--- src/rtl/res_word_reader.sv ---
// Unpacks 32-bit PE result words from the result memory into a valid/ready stream of 8-bit pixels.
// Define RD_PREFETCH_EN to overlap the next word's read with byte 3 of the current word.
module res_word_reader #(
    parameter int MAX_MEM_SIZE = 128,
    parameter int ADDR_W       = 8,
    parameter int PIX_IDX_W    = 10
) (
    input  logic                 clk_i,
    input  logic                 rst_i,        // asynchronous, active low
    input  logic                 start_i,
    input  logic [ADDR_W-1:0]    base_adr_i,
    input  logic [ADDR_W-1:0]    num_words_i,
    output logic                 rd_en_o,
    output logic [ADDR_W-1:0]    rd_adr_o,
    input  logic [31:0]          rd_data_i,
    output logic                 pix_valid_o,
    input  logic                 pix_ready_i,
    output logic [7:0]           pix_data_o,
    output logic [PIX_IDX_W-1:0] pix_index_o,
    output logic                 busy_o,
    output logic                 done_o
);

    typedef enum logic [2:0] {S_IDLE, S_READ, S_LOAD, S_EMIT, S_DONE} state_e;

    state_e            state_q, state_d;
    logic [ADDR_W-1:0] base_q, nwords_q, word_cnt_q;
    logic [1:0]        byte_cnt_q;
    logic [31:0]       word_q;
    logic [31:0]       word_src;
    logic [ADDR_W:0]   adr_sum;
    logic              xfer, last_byte, last_word, pf_req;

    assign xfer      = (state_q == S_EMIT) && pix_ready_i;
    assign last_byte = (byte_cnt_q == 2'd3);
    assign last_word = (word_cnt_q == nwords_q - ADDR_W'(1));

`ifdef RD_PREFETCH_EN
    logic [31:0] next_q;
    logic        pf_issued_q, pf_arrive_q, use_rd_q;

    // One read per word, issued the first cycle byte 3 is on the bus.
    assign pf_req   = (state_q == S_EMIT) && last_byte && !pf_issued_q && !last_word;
    // If byte 3 left in the issuing cycle, the new word is still on rd_data.
    assign word_src = use_rd_q ? rd_data_i : word_q;

    always_ff @(posedge clk_i or negedge rst_i) begin
        if (!rst_i) begin
            next_q      <= '0;
            pf_issued_q <= 1'b0;
            pf_arrive_q <= 1'b0;
            use_rd_q    <= 1'b0;
        end else begin
            pf_arrive_q <= pf_req;
            use_rd_q    <= xfer && last_byte && pf_req;
            if (pf_arrive_q) next_q <= rd_data_i;
            if (xfer && last_byte) pf_issued_q <= 1'b0;
            else if (pf_req)       pf_issued_q <= 1'b1;
        end
    end
`else
    assign pf_req   = 1'b0;
    assign word_src = word_q;
`endif

    always_ff @(posedge clk_i or negedge rst_i) begin
        if (!rst_i) state_q <= S_IDLE;
        else        state_q <= state_d;
    end

    always_comb begin
        state_d = state_q;
        unique case (state_q)
            S_IDLE: if (start_i) state_d = (num_words_i == '0) ? S_DONE : S_READ;
            S_READ: state_d = S_LOAD;
            S_LOAD: state_d = S_EMIT;
            S_EMIT: begin
                if (xfer && last_byte) begin
                    if (last_word) state_d = S_DONE;
`ifdef RD_PREFETCH_EN
                    else           state_d = S_EMIT;
`else
                    else           state_d = S_READ;
`endif
                end
            end
            S_DONE: state_d = S_IDLE;
            default: state_d = S_IDLE;
        endcase
    end

    always_comb begin
        rd_en_o     = 1'b0;
        pix_valid_o = 1'b0;
        busy_o      = 1'b0;
        done_o      = 1'b0;
        unique case (state_q)
            S_READ: begin rd_en_o = 1'b1; busy_o = 1'b1; end
            S_LOAD: busy_o = 1'b1;
            S_EMIT: begin pix_valid_o = 1'b1; busy_o = 1'b1; rd_en_o = pf_req; end
            S_DONE: done_o = 1'b1;
            default: ;
        endcase
    end

    assign adr_sum     = {1'b0, base_q} + {1'b0, word_cnt_q} + {{ADDR_W{1'b0}}, pf_req};
    assign rd_adr_o    = ADDR_W'(adr_sum % (ADDR_W+1)'(MAX_MEM_SIZE));
    assign pix_data_o  = word_src[8*byte_cnt_q +: 8];
    assign pix_index_o = PIX_IDX_W'({word_cnt_q, byte_cnt_q});

    always_ff @(posedge clk_i or negedge rst_i) begin
        if (!rst_i) begin
            base_q     <= '0;
            nwords_q   <= '0;
            word_cnt_q <= '0;
            byte_cnt_q <= '0;
            word_q     <= '0;
        end else begin
            if (state_q == S_IDLE && start_i) begin
                base_q     <= base_adr_i;
                nwords_q   <= num_words_i;
                word_cnt_q <= '0;
                byte_cnt_q <= '0;
            end
            if (state_q == S_LOAD) begin
                word_q     <= rd_data_i;
                byte_cnt_q <= '0;
            end
`ifdef RD_PREFETCH_EN
            else if (use_rd_q) word_q <= rd_data_i;
            else if (xfer && last_byte && !last_word) word_q <= pf_arrive_q ? rd_data_i : next_q;
`endif
            // Byte 3 wraps the 2-bit counter back to 0 for the next word.
            if (xfer) begin
                byte_cnt_q <= byte_cnt_q + 2'd1;
                if (last_byte && !last_word) word_cnt_q <= word_cnt_q + ADDR_W'(1);
            end
        end
    end

endmodule

--- config.mk ---
export PLATFORM = sky130hd
export DESIGN_NAME = res_word_reader
export DESIGN_NICKNAME = d
export VERILOG_FILES = /design/src/rtl/res_word_reader.sv
export SDC_FILE = /design/constraint.sdc
export NUM_CORES = 1
export LEC_CHECK = 0
export ABC_AREA = 1
export BUFFER_PORTS_ARGS = -buffer_cell sky130_fd_sc_hd__buf_2
export CAP_MARGIN = 20
export CORE_ASPECT_RATIO = 1.75
export CORE_UTILIZATION = 40
export CTS_BUF_LIST = sky130_fd_sc_hd__clkbuf_4
export DETAILED_ROUTE_END_ITERATION = 8
export PLACE_DENSITY_LB_ADDON = 0.25
export SLEW_MARGIN = 20
export SYNTH_ARGS = -nofsm -noshare
export SYNTH_HDL_FRONTEND = slang
export SYNTH_SLANG_ARGS = --single-unit
export TNS_END_PERCENT = 20
--- constraint.sdc ---
create_clock -name clk_i -period 2.45 [get_ports clk_i]
set_clock_uncertainty 0.05 [all_clocks]
set_input_delay 0.49 -clock clk_i [delete_from_list [all_inputs] [get_ports clk_i]]
set_output_delay 0.49 -clock clk_i [all_outputs]
set_load 0.01 [all_outputs]
==> reports/metrics.csv <==
stage,metric,value,unit
yosys,ys_seq_area_share,45.6,%
layout,area_delta_synth_final,21.5,%
sta,tightest_slew,734,ps
setup_path,critPathLaunch,word_cnt_q[0],
yosys,synthArstFlopShare,100,%
pwr,p_leak,0.00221,uW
sta,finalSetupViolCount,3,
detailed_routing,vias,3081,
setup_path,crit_type,flip-flop to output port,
floorplan,placementRows,43,
floorplan,io_pins,82,
sta,slew-limit-headroom,50.9,%
grt,grtUsageTotal,20.0,%
clock_tree,clockBufferDepth,2,
layout,diodes,0,
setup_path,crit-reg2reg-launch,nwords_q[0],
setup_path,regToRegSetupSlack,460,ps
sta,fin_crit,2610,ps
clock_tree,clock-sinks,60,
yosys,yosys_most_used_dff,dfrtp_1,
yosys,synthCells,432,
detailed_routing,drc,6,
grt,grt-ovfl-total,0,
yosys,synth_nets,494,
placement,gp_congestion,0.774,
floorplan,dieWidth,70.6,um
grt,grt_pass1_wl,13.4,mm
floorplan,dieHeight,122,um
setup_path,endpoint_kind,output port,
sta,grt_setup_unrepaired,true,
pwr,power_switching,1950,uW
pwr,seqPwrFrac,37.5,%
worst_hold_path,hold_depth,3,
pwr,comb_power_share,47.6,%
placement,place_hpwl,5.78,mm
setup_path,startpoint_type,flip-flop,
sta,max_freq,383,MHz
run_status,status,"complete, but fails checks",
detailed_routing,first_pass_iters,6,
setup_path,cp.arrival,2070,ps
yosys,synth.distinct_cells,32,
floorplan,core-area,7960,um^2
clock_tree,cts-root-buf,clkbuf_4,
pwr,swShare,43.0,%
layout,stdcell_area,4000,um^2
placement,dpl_cell_area,3840,um^2
layout,final-seq-area,1500,um^2
layout,multiInputGateArea,1590,um^2
worst_hold_path,holdPathEnd,word_q[31],
grt,antenna_found_initial,0,
clock_tree,htree_levels,3,
pwr,irDropWorstVdd,0.000652,V
detailed_routing,first_iter_violations,114,
clock_tree,worstSkewPairLatency,420,ps
detailed_routing,wl,7.81,mm
setup_path,regToRegEndpoint,word_cnt_q[3],
clock_tree,cts_tree,done,
grt,grt_pass1_vias,3059,
worst_hold_path,hold_class,primary input to flip-flop,
sta,fin_ws,-161,ps
yosys,yosysWarnings,0,
setup_path,cp_max_fo,2,
yosys,synth_edf_count,0,
detailed_routing,viasPerCell,5.00,
sta,tns,-267,ps
grt,grt_max_degree,61,
run,drv_cap,0,
clock_tree,cts_made_buffers,9,
floorplan,die_area,8620,um^2
run_status,violations,"design-rule violations, negative setup slack",
detailed_routing,wl_per_cell,12.7,um
layout,layout-drive-gt1-share,25.7,%
setup_path,worstPathRequired,1910,ps
yosys,ys_ff_latch,60,
detailed_routing,ant_nets,0,
placement,dp_worst_setup_slack,60.4,ps
sta,hold_violations,0,
yosys,avgSynthCellArea,7.63,um^2
worst_hold_path,holdCritStartpoint,rd_data_i[31],
layout,fillCellCount,808,
pwr,power_per_cell_area,1130,nW/um^2
layout,finalNetCount,584,
setup_path,reg2reg_depth,14,
clock_tree,clkTransAtPathRegs,100,ps
sta,slew_violations,0,
placement,place.port_buffers,79,
pwr,internal_power,2580,uW
yosys,netlist_area,3290,um^2
pwr,power.share.clock,15.0,%
floorplan,initial_utilization,41.4,%
sta,period_share,107,%
-- logic make-up after synthesis --
group / share of synthesized area (%)
fa+ha+maj: 4.03
buf+inv: 6.65
compound gates: 7.25
simple gates: 30.4
other cells: 0.114
flops: 45.6
xor+xnor: 3.95
mux: 2.05
-- how the worst max path moves through the flow --
stage / end / cells past startpoint
5_1_grt: rd_adr_o[6] / 9
2_1_floorplan: rd_adr_o[6] / 8
6_report: rd_adr_o[6] / 9
3_5_place_dp: rd_adr_o[6] / 9
3_3_place_gp: rd_adr_o[6] / 9
4_1_cts: rd_adr_o[6] / 9
-- power by group through the flow --
| stage | clock network (uW) | registers (uW) | logic, uW |
|---|---|---|---|
| 2_1_floorplan | 0 | 1660 | 1530 |
| 3_3_place_gp | 0 | 1700 | 2120 |
| 3_5_place_dp | 0 | 1720 | 2160 |
| 4_1_cts | 703 | 1700 | 2190 |
| 5_1_grt | 745 | 1740 | 2480 |
| 6_report | 678 | 1700 | 2160 |
-- critical path: stages, from the launching register on --
cell     delay [ps]
dfrtp_1         360
ha_2            200
inv_2            40
fa_2            360
o21ai_2         150
a21oi_1          90
nor2_1          100
nor2_1           60
xor2_1          140
buf_2           150
-- cell usage after synthesis, drive strengths merged, types with 2 or more instances --
master  number  area share (%)
xnor2        3            0.80
clkinv       2            0.23
clkbuf       8            0.91
nand2      161              19
nand4        3            0.57
nor3         2            0.30
dfrtp       60              46
inv         39             4.5
o22ai        8             1.5
mux2         6             2.1
nand3       27             4.3
xor2        11             3.2
o21ai       30             4.7
nor2        47             6.3
buf          6            0.99
a21oi        7             1.1
ha           9             3.4
-- metrics by stage --
step,utilization (%),power (uW),std cells,hold WS [ps]
6_report,50.3,4530,616,215
5_1_grt,50.3,4960,616,188
4_1_cts,50.3,4590,616,179
3_5_place_dp,48.3,3880,599,410
3_3_place_gp,48.3,3820,599,409
2_1_floorplan,-,3180,432,144
-- placed cells by master, fill, tap and decap left out, types with 2 or more instances in the layout --
master / count
mux2_2: 3
nand3_1: 26
o22ai_1: 8
o21ai_2: 2
buf_2: 79
a21oi_1: 6
nor2_2: 6
inv_1: 30
nand2_2: 2
nor3_1: 2
xnor2_1: 3
mux2_1: 3
buf_4: 12
nor2_1: 40
o21ai_1: 3
o21ai_0: 25
ha_1: 8
xor2_1: 10
dfrtp_1: 60
clkbuf_4: 12
clkinv_1: 3
nand2_1: 158
inv_2: 8
nand4_1: 3
-- what timing repair did --
| action | 4_1_cts | 5_1_grt |
|---|---|---|
| setup endpoints to repair | 3 | 3 |
| gates cloned | 0 | 0 |
| resized for setup | 6 | 0 |
| hold buffers | 1 | 0 |
| hold endpoints to repair | 18 | 0 |
| pin swaps | 1 | 0 |
| buffers inserted | 1 | 0 |
-- routing by layer --
layer  up-vias  part of all wire (%)  global-route usage (%)
met5         -                     0                       0
met1      1471                    40                    21.2
met4         0                   1.9                    9.75
met2        60                    55                    37.3
li1       1538                     -                       -
met3        12                   3.6                    4.05
-- layout make-up --
class | count | share of cell area (%)
Inverter | 41 | 3.91
Tap cell | 90 | 2.81
Clock buffer | 12 | 2.25
Clock inverter | 3 | 0.969
Multi-Input combinational cell | 317 | 39.6
Timing Repair Buffer | 93 | 12.9
Sequential cell | 60 | 37.5
-- flip-flops by register name, indices dropped and copies added (netlist names) --
signal	cells
state_q	3
byte_cnt_q	2
word_q	32
nwords_q	8
word_cnt_q	8
base_q	7
Power figures use the tool's default switching activity.
